==> config.mk <==
export PLATFORM = sky130hd
export DESIGN_NAME = dfi_write_sequencer
export DESIGN_NICKNAME = d
export VERILOG_FILES = /design/src/rtl/dfi_pkg.sv /design/src/rtl/dfi_timer.sv /design/src/rtl/dfi_write_sequencer.sv
export SDC_FILE = /design/constraint.sdc
export NUM_CORES = 1
export LEC_CHECK = 0
export CORE_MARGIN = 4
export CORE_UTILIZATION = 45
export DETAILED_ROUTE_END_ITERATION = 8
export PLACE_DENSITY = 0.84
export SLEW_MARGIN = 10
export SYNTH_ARGS = -nofsm -noshare
export SYNTH_HDL_FRONTEND = slang
export SYNTH_SLANG_ARGS = --single-unit
==> constraint.sdc <==
create_clock -name sys_clk -period 2.7 [get_ports sys_clk]
set_clock_uncertainty 0.1 [all_clocks]
set_input_delay 0.54 -clock sys_clk [delete_from_list [all_inputs] [get_ports sys_clk]]
set_output_delay 0.54 -clock sys_clk [all_outputs]
set_load 0.02 [all_outputs]
==> src/rtl/dfi_pkg.sv <==
`default_nettype none
// ============================================================================
// Module   : dfi_pkg
// Purpose  : Shared constants for the DFI write sequencer: SDRAM command
//            encodings {cs_n, ras_n, cas_n, we_n}, FSM state codes, the wait
//            timer width and a helper that names the states which start a
//            timed wait.
// Revision : 1.0 - initial release
// ============================================================================
package dfi_pkg;

    // SDRAM commands as {cs_n, ras_n, cas_n, we_n}
    localparam logic [3:0] c_cmd_nop   = 4'b0111;
    localparam logic [3:0] c_cmd_act   = 4'b0011;
    localparam logic [3:0] c_cmd_write = 4'b0100;
    localparam logic [3:0] c_cmd_pre   = 4'b0010;

    // Sequencer states
    localparam logic [3:0] c_st_idle  = 4'd0;
    localparam logic [3:0] c_st_act   = 4'd1;
    localparam logic [3:0] c_st_trcd  = 4'd2;
    localparam logic [3:0] c_st_write = 4'd3;
    localparam logic [3:0] c_st_wlat  = 4'd4;
    localparam logic [3:0] c_st_data  = 4'd5;
    localparam logic [3:0] c_st_twr   = 4'd6;
    localparam logic [3:0] c_st_pre   = 4'd7;
    localparam logic [3:0] c_st_trp   = 4'd8;

    localparam int c_timer_w = 8;

    // States whose entry starts a timed interval: the shared counter is
    // loaded with (interval - 1) when one of these is entered.
    function automatic logic starts_wait(input logic [3:0] st);
        return (st == c_st_act) || (st == c_st_write) ||
               (st == c_st_twr) || (st == c_st_pre);
    endfunction

endpackage
`default_nettype wire

==> src/rtl/dfi_timer.sv <==
`default_nettype none
// ============================================================================
// Module   : dfi_timer
// Purpose  : Loadable down-counter with zero flag. Counts down to zero and
//            holds there; a load takes priority over counting.
// Ports    : clk, rst      - clock, synchronous active-high reset
//            i_load        - load i_value this cycle
//            i_value       - value to load
//            o_zero        - counter currently equals zero
// Revision : 1.0 - initial release
// ============================================================================
module dfi_timer #(
    parameter int WIDTH = 8
) (
    input  logic             clk,
    input  logic             rst,
    input  logic             i_load,
    input  logic [WIDTH-1:0] i_value,
    output logic             o_zero
);

    logic [WIDTH-1:0] r_count;

    always_ff @(posedge clk) begin
        if (rst) begin
            r_count <= '0;
        end else if (i_load) begin
            r_count <= i_value;
        end else if (r_count != '0) begin
            r_count <= r_count - 1'b1;
        end
    end

    assign o_zero = (r_count == '0);

endmodule
`default_nettype wire

==> src/rtl/dfi_write_sequencer.sv <==
`default_nettype none
// ============================================================================
// Module   : dfi_write_sequencer
// Purpose  : Issues one single-burst SDRAM write per request on a 2-phase
//            DFI: ACT, WRITE, one data beat on both phases, PRE, then idle.
//            All DFI outputs are registered from the next-state decode so a
//            command appears in the first cycle of its state.
// Ports    : sys_clk, sys_rst           - clock, synchronous active-high reset
//            req_valid/req_ready        - request handshake (ready only idle)
//            req_row/col/ba/data/mask   - request payload, low half = phase 0
//            dfi_*_p0 / dfi_*_p1        - DFI command/address/write-data
//            busy                       - sequencer not idle
// Revision : 1.0 - initial release
// ============================================================================
module dfi_write_sequencer
    import dfi_pkg::*;
#(
    parameter int NUM_AD = 13,
    parameter int NUM_BA = 2,
    parameter int NUM_D  = 64,
    parameter int TRCD   = 2,
    parameter int WRLAT  = 1,
    parameter int TWR    = 2,
    parameter int TRP    = 2
) (
    input  logic                 sys_clk,
    input  logic                 sys_rst,
    input  logic                 req_valid,
    output logic                 req_ready,
    input  logic [NUM_AD-1:0]    req_row,
    input  logic [NUM_AD-1:0]    req_col,
    input  logic [NUM_BA-1:0]    req_ba,
    input  logic [2*NUM_D-1:0]   req_data,
    input  logic [NUM_D/4-1:0]   req_mask,
    output logic [NUM_AD-1:0]    dfi_address_p0,
    output logic [NUM_AD-1:0]    dfi_address_p1,
    output logic [NUM_BA-1:0]    dfi_bank_p0,
    output logic [NUM_BA-1:0]    dfi_bank_p1,
    output logic                 dfi_cs_n_p0,
    output logic                 dfi_ras_n_p0,
    output logic                 dfi_cas_n_p0,
    output logic                 dfi_we_n_p0,
    output logic                 dfi_wrdata_en_p0,
    output logic                 dfi_wrdata_en_p1,
    output logic [NUM_D-1:0]     dfi_wrdata_p0,
    output logic [NUM_D-1:0]     dfi_wrdata_p1,
    output logic [NUM_D/8-1:0]   dfi_wrdata_mask_p0,
    output logic [NUM_D/8-1:0]   dfi_wrdata_mask_p1,
    output logic                 busy
);

    localparam logic [c_timer_w-1:0] c_ld_trcd  = c_timer_w'(TRCD - 1);
    localparam logic [c_timer_w-1:0] c_ld_wrlat = c_timer_w'(WRLAT - 1);
    localparam logic [c_timer_w-1:0] c_ld_twr   = c_timer_w'(TWR - 1);
    localparam logic [c_timer_w-1:0] c_ld_trp   = c_timer_w'(TRP - 1);
    // A10 selects auto-precharge on WRITE; it is always cleared because an
    // explicit PRE follows. Shifts out to zero on narrow address buses.
    localparam logic [NUM_AD-1:0]    c_a10      = NUM_AD'(1) << 10;

    logic [3:0]             r_state;
    logic [3:0]             w_next;
    logic                   w_accept;
    logic                   w_zero;
    logic                   w_load;
    logic [c_timer_w-1:0]   w_load_val;

    logic [NUM_AD-1:0]      r_col;
    logic [NUM_BA-1:0]      r_ba;
    logic [2*NUM_D-1:0]     r_data;
    logic [NUM_D/4-1:0]     r_mask;

    assign w_accept = (r_state == c_st_idle) && req_ready && req_valid;

    // ACT/WRITE/PRE each decide on their own cycle whether the following
    // wait state is needed; a loaded value of zero skips it entirely.
    always_comb begin
        w_next = r_state;
        case (r_state)
            c_st_idle:  if (w_accept) w_next = c_st_act;
            c_st_act:   w_next = w_zero ? c_st_write : c_st_trcd;
            c_st_trcd:  if (w_zero) w_next = c_st_write;
            c_st_write: w_next = w_zero ? c_st_data : c_st_wlat;
            c_st_wlat:  if (w_zero) w_next = c_st_data;
            c_st_data:  w_next = c_st_twr;
            c_st_twr:   if (w_zero) w_next = c_st_pre;
            c_st_pre:   w_next = w_zero ? c_st_idle : c_st_trp;
            c_st_trp:   if (w_zero) w_next = c_st_idle;
            default:    w_next = c_st_idle;
        endcase
    end

    always_comb begin
        w_load     = starts_wait(w_next) && (w_next != r_state);
        w_load_val = '0;
        case (w_next)
            c_st_act:   w_load_val = c_ld_trcd;
            c_st_write: w_load_val = c_ld_wrlat;
            c_st_twr:   w_load_val = c_ld_twr;
            c_st_pre:   w_load_val = c_ld_trp;
            default:    w_load_val = '0;
        endcase
    end

    dfi_timer #(
        .WIDTH (c_timer_w)
    ) u_timer (
        .clk     (sys_clk),
        .rst     (sys_rst),
        .i_load  (w_load),
        .i_value (w_load_val),
        .o_zero  (w_zero)
    );

    assign dfi_address_p1 = '0;
    assign dfi_bank_p1    = '0;

    always_ff @(posedge sys_clk) begin
        if (sys_rst) begin
            r_state            <= c_st_idle;
            req_ready          <= 1'b0;
            busy               <= 1'b0;
            r_col              <= '0;
            r_ba               <= '0;
            r_data             <= '0;
            r_mask             <= '0;
            {dfi_cs_n_p0, dfi_ras_n_p0, dfi_cas_n_p0, dfi_we_n_p0} <= c_cmd_nop;
            dfi_address_p0     <= '0;
            dfi_bank_p0        <= '0;
            dfi_wrdata_en_p0   <= 1'b0;
            dfi_wrdata_en_p1   <= 1'b0;
            dfi_wrdata_p0      <= '0;
            dfi_wrdata_p1      <= '0;
            dfi_wrdata_mask_p0 <= '0;
            dfi_wrdata_mask_p1 <= '0;
        end else begin
            r_state   <= w_next;
            req_ready <= (w_next == c_st_idle);
            busy      <= (w_next != c_st_idle);

            if (w_accept) begin
                r_col  <= req_col;
                r_ba   <= req_ba;
                r_data <= req_data;
                r_mask <= req_mask;
            end

            {dfi_cs_n_p0, dfi_ras_n_p0, dfi_cas_n_p0, dfi_we_n_p0} <= c_cmd_nop;
            dfi_address_p0     <= '0;
            dfi_bank_p0        <= '0;
            dfi_wrdata_en_p0   <= 1'b0;
            dfi_wrdata_en_p1   <= 1'b0;
            dfi_wrdata_p0      <= '0;
            dfi_wrdata_p1      <= '0;
            dfi_wrdata_mask_p0 <= '0;
            dfi_wrdata_mask_p1 <= '0;

            // None of these states loops on itself, so each decodes once.
            case (w_next)
                c_st_act: begin
                    // Row/bank come straight from the request: ACT is
                    // driven on the cycle right after acceptance.
                    {dfi_cs_n_p0, dfi_ras_n_p0, dfi_cas_n_p0, dfi_we_n_p0} <= c_cmd_act;
                    dfi_address_p0 <= req_row;
                    dfi_bank_p0    <= req_ba;
                end
                c_st_write: begin
                    {dfi_cs_n_p0, dfi_ras_n_p0, dfi_cas_n_p0, dfi_we_n_p0} <= c_cmd_write;
                    dfi_address_p0 <= r_col & ~c_a10;
                    dfi_bank_p0    <= r_ba;
                end
                c_st_data: begin
                    dfi_wrdata_en_p0   <= 1'b1;
                    dfi_wrdata_en_p1   <= 1'b1;
                    dfi_wrdata_p0      <= r_data[NUM_D-1:0];
                    dfi_wrdata_p1      <= r_data[2*NUM_D-1:NUM_D];
                    dfi_wrdata_mask_p0 <= r_mask[NUM_D/8-1:0];
                    dfi_wrdata_mask_p1 <= r_mask[NUM_D/4-1:NUM_D/8];
                end
                c_st_pre: begin
                    {dfi_cs_n_p0, dfi_ras_n_p0, dfi_cas_n_p0, dfi_we_n_p0} <= c_cmd_pre;
                    dfi_bank_p0 <= r_ba;
                end
                default: ;
            endcase
        end
    end

endmodule
`default_nettype wire
==> flow_summary.json, run 1 <==
{
  "rows": 56,
  "power_density_nw_per_um2": 789,
  "worstRegToRegCells": 6,
  "placeableCoreArea_sq_um": 23400,
  "grt_pass1_vias": 8708,
  "drt_iter0_markers": 526,
  "boundaryPins": 357,
  "whs_path_depth": 2,
  "drt-pass1-iter-count": 5,
  "grt_pass1_wl_um": 44400,
  "start_util_pct": 45.7,
  "setup_viol": 0,
  "final.min_clock_period_ns": 2.48,
  "hold_path_class": "reg -> reg",
  "setup.worst_path.end_class": "register",
  "cts_buffers": 34,
  "cp_slowest_cell": "or3_1",
  "crit_type": "reg -> reg",
  "status": "finished clean",
  "rsz0062_at_grt": "no",
  "clkSinkCount": 335,
  "area_growth_pct": 44.9,
  "synth_most_common_cell": "dfxtp_1",
  "avgViaCountPerCell": 4.82,
  "yosysTopAreaCellShare_pct": 62.7,
  "synth_edf_count": 0,
  "clk_pin_slew_ns": 0.06,
  "clock.fmax_mhz": 403,
  "fin_area_sq_um": 15500,
  "max-cap-violations": 0,
  "gr-total-overflow": 0,
  "wl_per_cell_um": 15.9,
  "netlist_area_sq_um": 10700,
  "cts_tree": "done",
  "peakVddDrop_mv": 0.546,
  "postCtsHoldBufs": 0,
  "path_max_fanout": 37,
  "p_leak_uw": 0.00579,
  "relSlewSlack_pct": 30.5,
  "hold_viol": 0,
  "grt_usage_pct": 20.9,
  "cp_top_family": "simple AND/OR/NAND/NOR gates",
  "busiest_layer": "met2",
  "arrival_ns": 2.81,
  "synth.distinct_cells": 45,
  "cp_cell_sequence": "or3_1 -> or3_4 -> a2111oi_4 -> buf_12 -> buf_12 -> and2_1",
  "use_met1_pct": 23.5,
  "dr_total_vias": 8695,
  "timing.setup.tns_ns": 0,
  "async_reset_ff_share_pct": 0,
  "die_h_um": 162,
  "grt_max_degree": 98,
  "utilization_pct": 66.2,
  "grtUsageMet3_pct": 4.82,
  "place_hpwl_um": 19800,
  "clock_latency_ns": 0.49,
  "root_buffer": "clkbuf_16",
  "cts_setup_buffers": 0,
  "synth.ff_latch_count": 335,
  "startpoint_type": "register",
  "total_power_uw": 12200,
  "layout.cells.non_filler": 1803,
  "clockBufferDepth": 3,
  "antenna_found_initial": 1,
  "wl_um": 28600,
  "grtUsageMet2_pct": 37.2,
  "ctsResizeCount": 0,
  "finalCritPeriodShare_pct": 91.9,
  "cp_num_cells": 6,
  "ant_nets": 0,
  "gp_congestion": 0.822,
  "ys_warn_count": 0,
  "h-tree-depth": 2,
  "cp.required_ns": 3.03,
  "die_area_sq_um": 26300,
  "drc": 0,
  "portBuffers": 339,
  "synth_seq_area_share_pct": 62.7,
  "dpl.cell_count": 1742,
  "maxSlewViolCount": 0,
  "synthCells": 1138,
  "fin_nets": 1635,
  "synth_common_cells": "dfxtp_1 (335), nand2_1 (322), a21oi_1 (166), and2_1 (144), clkbuf_1 (67)",
  "worstPathBufferInverterCount": 2,
  "synth_flop_cell": "dfxtp_1",
  "syn_area_per_cell_sq_um": 9.39,
  "yosysTopAreaCell": "dfxtp_1",
  "fillCellCount": 1838,
  "crit_path_frequent_cell": "buf_12",
  "critPathMaxStageDelay_ns": 0.50,
  "placed_cell_area_sq_um": 14300,
  "drive_gt1_share_pct": 5.53,
  "synth_area_leaders": "dfxtp_1 (63%), nand2_1 (11%), and2_1 (8.4%), a21oi_1 (7.8%), clkbuf_1 (2.4%)",
  "die_w_um": 162,
  "max_slew.worst_pin.slew_ns": 1.04
}
layer usage:
| metal | up-vias | routed length, um |
|---|---|---|
| met1 | 4044 | 11100 |
| met5 | - | 0 |
| met3 | 82 | 1820 |
| li1 | 4263 | - |
| met4 | 0 | 1360 |
| met2 | 306 | 14300 |
cells in the final DEF (no fill, tap or decap), types with 4 or more instances in the layout:
master / netlist / final
a32o_1: 14 / 14
clkbuf_8: 0 / 8
clkbuf_1: 67 / 8
nand2_1: 322 / 322
conb_1: 1 / 16
buf_12: 0 / 5
clkbuf_16: 0 / 35
and2_1: 144 / 144
a21oi_1: 166 / 166
nor2_1: 8 / 8
nor2b_1: 4 / 4
buf_4: 17 / 20
clkdlybuf4s50_1: 0 / 338
dfxtp_1: 335 / 335
inv_1: 5 / 5
stage by stage:
step | setup slack, ns | hold slack, ns
4_1_cts | 0.203 | 0.341
3_5_place_dp | -0.0358 | 0.338
2_1_floorplan | 0.267 | 0.330
6_report | 0.219 | 0.347
5_1_grt | 0.0829 | 0.365
3_3_place_gp | 0.00885 | 0.333
cell type report:
type | count | area [sq um] | area share [%]
antenna | 2 | 5.00 | 0.0323
sequential | 335 | 6710 | 43.3
multi-input combinational | 720 | 3590 | 23.2
clock buffer | 51 | 1020 | 6.56
tap | 319 | 399 | 2.58
timing repair buffer | 363 | 3630 | 23.5
clock inverter | 8 | 121 | 0.784
inverter | 5 | 18.8 | 0.121
final timing paths:
path	startpoint	endpoint	slack, ns
min reg2reg	r_data[63]	r_data[63]	0.35
min	r_data[63]	r_data[63]	0.35
max reg2reg	r_state[2]	dfi_wrdata_p1[45]	0.22
max	r_state[2]	dfi_wrdata_p1[45]	0.22
kinds of logic after synthesis:
group,Yosys count,synth area share (%)
buf+inv,98,4.26
simple gates,501,22.0
xor+xnor,3,0.246
other cells,1,0.0351
mux,1,0.0937
compound gates,198,10.5
fa+ha+maj,1,0.117
flops,335,62.7
registers in the layout (all words and copies together), names as in the netlist, 8 cells and up:
register            count
dfi_wrdata_p0          64
dfi_wrdata_p1          64
r_data                128
r_col                  12
dfi_wrdata_mask_p0      8
dfi_wrdata_mask_p1      8
dfi_address_p0         13
u_timer.r_count         8
r_mask                 16
power breakdown:
part | switching (uW) | total, uW | internal, uW
combinational | 1110 | 1940 | 830
sequential | 217 | 5560 | 5350
clock | 1840 | 4720 | 2890
worst register-to-register path, cell delays in order, from the launching register on:
cell       delay [ns]
dfxtp_1          0.40
or3_1            0.50
or3_4            0.44
a2111oi_4        0.40
buf_12           0.23
buf_12           0.20
and2_1           0.16
(Power assumes the default switching activity.)
==> run 2, diff against run 1 <==
--- a/config.mk
+++ b/config.mk
@@ -12,4 +12,5 @@
 export SLEW_MARGIN = 10
 export SYNTH_ARGS = -nofsm -noshare
 export SYNTH_HDL_FRONTEND = slang
+export SYNTH_HIERARCHICAL = 1
 export SYNTH_SLANG_ARGS = --single-unit
==> constraint.sdc (replaced) <==
create_clock -name sys_clk -period 2.7 [get_ports sys_clk]
set_clock_uncertainty 0.1 [all_clocks]
set_input_delay 0.675 -clock sys_clk [delete_from_list [all_inputs] [get_ports sys_clk]]
set_output_delay 0.675 -clock sys_clk [all_outputs]
set_load 0.02 [all_outputs]
==> run 2 against run 1 <==
Via count is 0.47% lower. Critical path type unchanged. Sequential cell count stayed put. Non-clock buffer count is 7 lower.
==> flow_summary.json, run 2 <==
{
  "cp_cell_sequence": "inv_1 -> ha_1 -> and4bb_4 -> a31o_2 -> a221oi_1 -> a211oi_2 -> buf_4 -> a22o_1",
  "clkSinkCount": 335,
  "root_buffer": "clkbuf_16",
  "synth.ff_latch_count": 335,
  "hold_path_class": "in -> reg",
  "placeableCoreArea_sq_um": 23500,
  "finalCritPeriodShare_pct": 91.2,
  "synth_area_leaders": "dfxtp_1 (62%), nand2_1 (11%), and2_1 (8.5%), a21oi_1 (7.5%), clkbuf_1 (1.5%)",
  "die_w_um": 163,
  "placed_cell_area_sq_um": 14400,
  "cts_tree": "done",
  "place_hpwl_um": 19000,
  "clock.fmax_mhz": 406,
  "crit_start": "u_timer/r_count[0]",
  "yosysTopAreaCell": "dfxtp_1",
  "mostFrequentLayoutCell": "clkdlybuf4s50_1",
  "largest_reg_flops": 128,
  "power_density_nw_per_um2": 765,
  "utilization_pct": 66.0,
  "yosysTopAreaCellShare_pct": 62.1,
  "reg_top3": "r_data x128, dfi_wrdata_p0 x64, dfi_wrdata_p1 x64",
  "wl_per_cell_um": 15.7,
  "seq_power_share_pct": 46.3,
  "holdWs_ns": 0.309,
  "layout_common_cells": "clkdlybuf4s50_1 (338), dfxtp_1 (335), nand2_1 (329), a21oi_1 (161), and2_1 (146)",
  "rows": 56,
  "hp-start": "sys_rst",
  "drive_gt1_share_pct": 5.78,
  "gr-total-overflow": 0,
  "drc": 0,
  "grt_max_degree": 148,
  "ant_nets": 0,
  "status": "finished clean",
  "arrival_ns": 2.75,
  "setup_viol": 0,
  "syn_area_per_cell_sq_um": 9.43,
  "diodes": 0,
  "boundaryPins": 357,
  "p_leak_uw": 0.00581,
  "synth_edf_count": 0,
  "path_max_fanout": 16,
  "fin_area_sq_um": 15500,
  "timing.setup.tns_ns": 0,
  "ys_warn_count": 6,
  "netlist_area_sq_um": 10800,
  "clock_latency_ns": 0.50,
  "clk_pin_slew_ns": 0.06,
  "synth.distinct_cells": 42,
  "async_reset_ff_share_pct": 0,
  "startpoint_type": "register",
  "max-cap-violations": 0,
  "h-tree-depth": 2,
  "intPower_uw": 8890,
  "p_sw_uw": 3010,
  "combPwrFrac_pct": 14.7,
  "antenna_found_initial": 0,
  "peakVddDrop_mv": 0.560,
  "grt_usage_pct": 20.4,
  "cp.required_ns": 2.99,
  "swShare_pct": 25.3,
  "cp_slowest_cell": "a221oi_1",
  "synth_common_cells": "dfxtp_1 (335), nand2_1 (329), a21oi_1 (161), and2_1 (146), clkbuf_1 (43)",
  "synth_seq_area_share_pct": 62.1,
  "wl_um": 28400,
  "drt-pass1-iter-count": 4,
  "crit_type": "reg -> reg",
  "start_util_pct": 45.9,
  "max_slew.worst_pin.slew_ns": 0.712,
  "relSlewSlack_pct": 52.6,
  "rsz0062_at_grt": "no",
  "synth_most_common_cell": "dfxtp_1",
  "r2r_start": "u_timer/r_count[0]",
  "cts_buffers": 35,
  "maxSlewViolCount": 0,
  "area_growth_pct": 43.9,
  "drt_iter0_markers": 572,
  "grt_pass1_vias": 8654,
  "hold_viol": 0,
  "gp_congestion": 0.793,
  "pwr-share-clk_pct": 39.0,
  "final.min_clock_period_ns": 2.46,
  "synthCells": 1145,
  "portBuffers": 339,
  "grt_pass1_wl_um": 43700,
  "avgViaCountPerCell": 4.79,
  "worstPathBufferInverterCount": 2,
  "dr_total_vias": 8654,
  "largest-register": "r_data",
  "setup.worst_path.end_class": "register",
  "fin_nets": 1641,
  "die_h_um": 163,
  "critPathMaxStageDelay_ns": 0.44,
  "clockBufferDepth": 3,
  "synth_flop_cell": "dfxtp_1",
  "cp_top_family": "compound AO/OA/AOI/OAI gates",
  "die_area_sq_um": 26500,
  "total_power_uw": 11900
}
==> run 2: cell types whose count changed in the layout (fill, tap and decap cells not counted), sizes merged, moves of 3 or more <==
cell	delta
a21oi	-5
a22o	+14
a32o	-14
and3	-3
buf	-7
clkinv	+6
conb	+7
nand2	+7
nor3	+5
o32ai	+4
or3	-4
==> run 2: kinds of logic after synthesis <==
group | after synthesis | share of synthesized area (%)
flops | 335 | 62.1
other cells | 1 | 0.0347
compound gates | 193 | 10.1
simple gates | 506 | 22.1
mux | 1 | 0.0927
fa+ha+maj | 1 | 0.116
xor+xnor | 6 | 0.487
buf+inv | 102 | 4.90
==> run 2: worst paths after layout <==
path / endpoint / cells past startpoint / slack, ns
max: dfi_bank_p0[1] / 8 / 0.24
min: r_state[1] / 2 / 0.31
max reg2reg: dfi_bank_p0[1] / 8 / 0.24
min reg2reg: dfi_wrdata_mask_p0[2] / 1 / 0.34
==> run 2: power by group through the flow <==
stage          combinational [uW]  clock, uW  sequential [uW]
6_report                     1750       4640             5510
5_1_grt                      1940       4970             5550
4_1_cts                      1750       4750             5510
3_5_place_dp                 1740          0             5610
3_3_place_gp                 1690          0             5590
2_1_floorplan                1110          0             5600
==> run 2: through the flow <==
| stage | setup WS [ns] | cells |
|---|---|---|
| after global routing | 0.0174 | 1808 |
| after floorplan | 0.191 | 1167 |
| after CTS | 0.0764 | 1808 |
| after detailed placement | 0.0897 | 1747 |
| after global placement | 0.160 | 1747 |
| final | 0.238 | 1808 |
==> run 2: worst register-to-register path, stage by stage, from the launching register on <==
cell	delay [ns]
dfxtp_1	0.39
inv_1	0.08
ha_1	0.28
and4bb_4	0.27
a31o_2	0.24
a221oi_1	0.44
a211oi_2	0.08
buf_4	0.23
a22o_1	0.25
==> run 2: cell type report <==
type,instances,area (sq um)
inverter,7,26.3
clock buffer,50,1040
multi-input combinational,730,3650
timing repair buffer,356,3620
fill,1790,8000
clock inverter,11,95.1
tap,319,399
sequential,335,6710
==> run 2: layer usage <==
layer	GRT usage [%]	vias to the layer above	wire (um)
met1	22.6	4034	10700
met2	37.0	291	14400
met5	0	-	0
met4	8.69	0	1190
li1	-	4251	-
met3	5.21	78	2080
==> run 2: what timing repair did <==
| action | in CTS | in global routing |
|---|---|---|
| setup buffers | 0 | 0 |
| gates resized for setup | 0 | 2 |
| hold buffers | 0 | 0 |
| setup endpoints to repair | 0 | 111 |
